`config.mk`:
```
export PLATFORM = sky130hd
export DESIGN_NAME = ram_access_seq
export DESIGN_NICKNAME = d
export VERILOG_FILES = /design/src/rtl/mem_pkg.sv /design/src/rtl/ram_timeout_ctr.sv /design/src/rtl/ram_access_seq.sv
export SDC_FILE = /design/constraint.sdc
export NUM_CORES = 1
export LEC_CHECK = 0
export BUFFER_PORTS_ARGS = -buffer_cell sky130_fd_sc_hd__buf_4
export CAP_MARGIN = 20
export CORE_UTILIZATION = 46
export DETAILED_ROUTE_END_ITERATION = 8
export PLACE_DENSITY = 0.79
export SLEW_MARGIN = 20
export SYNTH_ARGS = -nofsm -noshare
export SYNTH_HDL_FRONTEND = slang
export SYNTH_SLANG_ARGS = --single-unit
```
`constraint.sdc`:
```
create_clock -name clk -period 1.73 [get_ports clk]
set_clock_uncertainty 0.1 [all_clocks]
set_input_delay 0 -clock clk [delete_from_list [all_inputs] [get_ports clk]]
set_output_delay 0 -clock clk [all_outputs]
set_load 0.1 [all_outputs]
```
`src/rtl/mem_pkg.sv`:
```
// mem_pkg: widths, opcode constants and FSM state type shared by the RAM access sequencer.
package mem_pkg;
    localparam int ADDR_W = 16;
    localparam int DATA_W = 32;
    localparam logic [3:0] LDR = 4'b1001;
    localparam logic [3:0] STR = 4'b1010;
    typedef enum logic [1:0] {IDLE, ACCESS, DONE} state_t;
endpackage

```
`src/rtl/ram_timeout_ctr.sv`:
```
// ram_timeout_ctr: counts consecutive ACCESS cycles and flags the cycle in which the count reaches TIMEOUT.
module ram_timeout_ctr #(
    parameter int TIMEOUT = 16
) (
    input  logic clk,
    input  logic rst_n,
    input  logic run,
    output logic expire
);
    logic [4:0] cnt;

    always_ff @(posedge clk or negedge rst_n) begin
        if (!rst_n) cnt <= '0;
        else cnt <= run ? cnt + 5'd1 : 5'd0;
    end

    // cnt holds the number of earlier ACCESS cycles, so this is the TIMEOUT-th one
    assign expire = run & (cnt == 5'(TIMEOUT - 1));
endmodule

```
`src/rtl/ram_access_seq.sv`:
```
// ram_access_seq: sequences one registered RAM read/write per request with pipeline stall.
// Optional ACCESS timeout abort is enabled by defining RAM_ACCESS_TIMEOUT_EN.
module ram_access_seq
    import mem_pkg::*;
#(
    parameter int TIMEOUT = 16
) (
    input  logic              clk,
    input  logic              rst_n,
    input  logic              op_valid,
    input  logic              rw,
    input  logic [ADDR_W-1:0] addr,
    input  logic [DATA_W-1:0] wdata,
    output logic              stall,
    output logic [DATA_W-1:0] rdata,
    output logic              rdata_valid,
    output logic              err,
    output logic              ram_en,
    output logic              ram_we,
    output logic [ADDR_W-1:0] ram_addr,
    output logic [DATA_W-1:0] ram_wdata,
    input  logic [DATA_W-1:0] ram_rdata,
    input  logic              ram_ready
);
    state_t state, next;
    logic [ADDR_W-1:0] addr_q;
    logic [DATA_W-1:0] wdata_q;
    logic rw_q;
    logic in_access;
    logic accept;
    logic abort;

    assign in_access = (state == ACCESS);
    assign accept = ~in_access & op_valid;

`ifdef RAM_ACCESS_TIMEOUT_EN
    ram_timeout_ctr #(.TIMEOUT(TIMEOUT)) u_ctr (
        .clk(clk),
        .rst_n(rst_n),
        .run(in_access),
        .expire(abort)
    );

    always_ff @(posedge clk or negedge rst_n) begin
        if (!rst_n) err <= 1'b0;
        else err <= in_access & ~ram_ready & abort;
    end
`else
    assign abort = 1'b0;
    assign err = (TIMEOUT < 0);
`endif

    always_comb begin
        next = state;
        case (state)
            IDLE, DONE: next = op_valid ? ACCESS : IDLE;
            ACCESS:     next = ram_ready ? DONE : (abort ? IDLE : ACCESS);
            default:    next = IDLE;
        endcase
    end

    always_ff @(posedge clk or negedge rst_n) begin
        if (!rst_n) begin
            state   <= IDLE;
            addr_q  <= '0;
            wdata_q <= '0;
            rw_q    <= 1'b0;
            rdata   <= '0;
        end else begin
            state <= next;
            if (accept) begin
                addr_q  <= addr;
                wdata_q <= wdata;
                rw_q    <= rw;
            end
            if (in_access & ram_ready & rw_q) rdata <= ram_rdata;
        end
    end

    assign stall       = in_access | op_valid;
    assign ram_en      = in_access;
    assign ram_we      = in_access & ~rw_q;
    assign ram_addr    = in_access ? addr_q : '0;
    assign ram_wdata   = in_access ? wdata_q : '0;
    assign rdata_valid = (state == DONE) & rw_q;
endmodule

```
==> results.json <==
{
  "outcome": "finished clean",
  "vias": 2889,
  "finalWirelength_um": 11100,
  "clk_pin_slew_ns": 0.09,
  "synthArstFlopShare_pct": 100,
  "finalPower_uw": 12500,
  "grt.total_usage_pct": 25.5,
  "ant_nets": 0,
  "power.leakage_uw": 0.00315,
  "pre_cts_ws_ns": 0.176,
  "worstSetupStartpoint": "state[1]$_DFF_PN0_",
  "h-tree-depth": 3,
  "cts_tree": "built",
  "switching_share_pct": 52.0,
  "cp_max_fo": 23,
  "firstDrtPassIters": 4,
  "yosys-top-cells-count": "83 x dfrtp_1, 51 x mux2_2, 49 x and2_1",
  "ys_types": 18,
  "overflow": 0,
  "nFillCells": 287,
  "p_per_area_mw_per_mm2": 1920,
  "worst_setup_path_end_kind": "output port",
  "seq_area_frac_synth_pct": 58.0,
  "netlist_area_sq_mm": 0.00358,
  "path_class": "reg -> out",
  "fin_crit_ns": 1.71,
  "tightestPinTransition_ns": 0.613,
  "synth.largest_area_cell": "dfrtp_1",
  "syn_avg_cell_area_sq_um": 15.1,
  "grt_max_degree": 49,
  "clock.fmax_ghz": 0.585,
  "cts_root_buf": "clkbuf_8",
  "cts.path.max_buffers": 2,
  "p_sw_uw": 6530,
  "initial_core_util_pct": 48.6,
  "ios": 170,
  "arrival_ns": 1.61,
  "route.detailed.drc": 0,
  "syn_inst": 237,
  "ys_seq_elements": 83,
  "finalCritPeriodShare_pct": 98.8,
  "core_sq_mm": 0.00737,
  "drt_iter0_drc": 89,
  "die-area_sq_mm": 0.00814,
  "synth.yosys.warnings": 0,
  "r2r-start": "state[1]$_DFF_PN0_",
  "dpl.hpwl_um": 5430,
  "ys.flop_type": "dfrtp_1",
  "wl_per_cell_um": 18.7,
  "synthToLayoutAreaGrowth_pct": 83.0,
  "diodes": 0,
  "netlist.area_leader.share_pct": 58.0,
  "synthTopCellsByArea": "dfrtp_1 58%, mux2_2 16%, mux2_4 13%, and2_1 8.6%, buf_6 1.6%",
  "cts.sinks": 83,
  "die_x_um": 90.2,
  "final_max_slew_viol_count": 0,
  "grt_pass1_vias": 3109,
  "place.gp.congestion": 0.783,
  "vias_per_cell": 4.84,
  "drive_gt1_share_pct": 58.0,
  "setup_ws_ns": 0.0207,
  "pwr-share-seq_pct": 24.2,
  "clock_latency_ns": 0.33,
  "combPwrFrac_pct": 61.3,
  "antenna_found_initial": 0,
  "grt_pass1_wl_um": 16000,
  "required_ns": 1.63,
  "maxSlewHeadroom_pct": 59.1,
  "port_buffers": 168,
  "die_y_um": 90.2,
  "startpoint_type": "flop",
  "cts_buffers": 9,
  "timing.max_cap.violations": 0,
  "rsz0062_at_grt": "true",
  "synth_edf_count": 0,
  "num_rows": 31,
  "syn_nets": 322,
  "intPower_uw": 6020,
  "setup_viol": 0,
  "hp-class": "in -> async",
  "nNetsFinal": 579,
  "peakVddDrop_v": 0.00241,
  "hold_violations": 0,
  "power_frac_clock_pct": 14.4,
  "post_cts_buffers": 0,
  "synth_most_common_cell": "dfrtp_1"
}
-- stage by stage --
step	cell area [sq um]	utilization [%]	TNS (ns)	instances	hold WS [ns]
2_1_floorplan	3590	-	-0.502	237	-0.396
6_report	6550	88.9	0	597	0.127
5_1_grt	6550	88.9	-0.448	597	0.155
3_5_place_dp	5000	67.9	0	498	-0.0432
4_1_cts	6240	84.7	0	597	0.123
3_3_place_gp	5000	67.9	0	498	-0.0381
-- flip-flops by register name, indices dropped and copies added (netlist names) --
register,count
addr_q,16
rw_q,1
wdata_q,32
rdata,32
state,2
-- power by group through the flow --
stage / logic, uW / registers, uW / clock network [uW]
final: 7700 / 3040 / 1810
after global routing: 7860 / 3110 / 1930
after CTS: 7280 / 2970 / 1820
after detailed placement: 7000 / 2970 / 0
after global placement: 6920 / 2980 / 0
after floorplan: 2850 / 5700 / 0
-- path summary, 6_finish.rpt --
path,end,slack (ns),cells past startpoint
max,ram_wdata[3],0.02,5
min,wdata_q[18]$_DFFE_PN0P_,0.13,2
max reg2reg,rdata[8]$_DFFE_PN0P_,0.13,5
min reg2reg,wdata_q[28]$_DFFE_PN0P_,0.40,1
max in group asynchronous,rdata[4]$_DFFE_PN0P_,0.81,3
min in group clk,wdata_q[17]$_DFFE_PN0P_,0.16,4
-- repair_timing --
| item | in CTS | in global routing |
|---|---|---|
| endpoints found under the setup margin | 48 | 48 |
| gates cloned | 0 | 0 |
| resized for setup | 36 | 76 |
| hold buffers | 84 | 0 |
| hold endpoints to repair | 129 | 0 |
-- per-layer routing --
metal | track usage [%] | share of wire (%) | vias to the layer above
met5 | 0 | 0 | -
met4 | 7.66 | 2.3 | 0
met3 | 6.94 | 5.8 | 22
met2 | 45.3 | 54 | 133
met1 | 30.1 | 38 | 1432
li1 | - | - | 1302
-- cell usage in the layout (no fill, tap or decap), types with 3 or more instances in the layout --
| cell type | instances |
|---|---|
| clkbuf_8 | 10 |
| buf_12 | 28 |
| mux2_2 | 51 |
| and2_1 | 37 |
| buf_4 | 121 |
| buf_6 | 15 |
| dfrtp_1 | 83 |
| buf_8 | 12 |
| bufinv_16 | 4 |
| dlygate4sd3_1 | 84 |
| and2_2 | 9 |
| and2_4 | 3 |
| mux2_4 | 30 |
-- cell families (layout without fill, tap and decap cells) --
group	after synthesis	count (layout)	share of synthesized area, %
and+or+nand+nor	55	55	10.1
DFF	83	83	58.0
buffers and inverters	16	277	2.97
AOI/OAI and AO/OA	1	1	0.175
other	1	1	0.105
muxes	81	81	28.6
-- area by class of cell --
type | count | area [sq um] | area share [%]
repair buffers | 260 | 2660 | 40.6
flip-flops and latches | 83 | 2080 | 31.7
multi-input cells | 138 | 1420 | 21.6
clock buffers | 10 | 138 | 2.10
clock inverters | 5 | 125 | 1.91
well taps | 99 | 124 | 1.89
inverters | 2 | 10.0 | 0.153
-- critical path, stage by stage, from the launching register on --
cell	delay, ns
dfrtp_1	0.39
nand2b_4	0.18
inv_4	0.09
buf_6	0.18
and2_1	0.23
buf_12	0.19
Note: power is estimated with default switching activity, not from simulation.
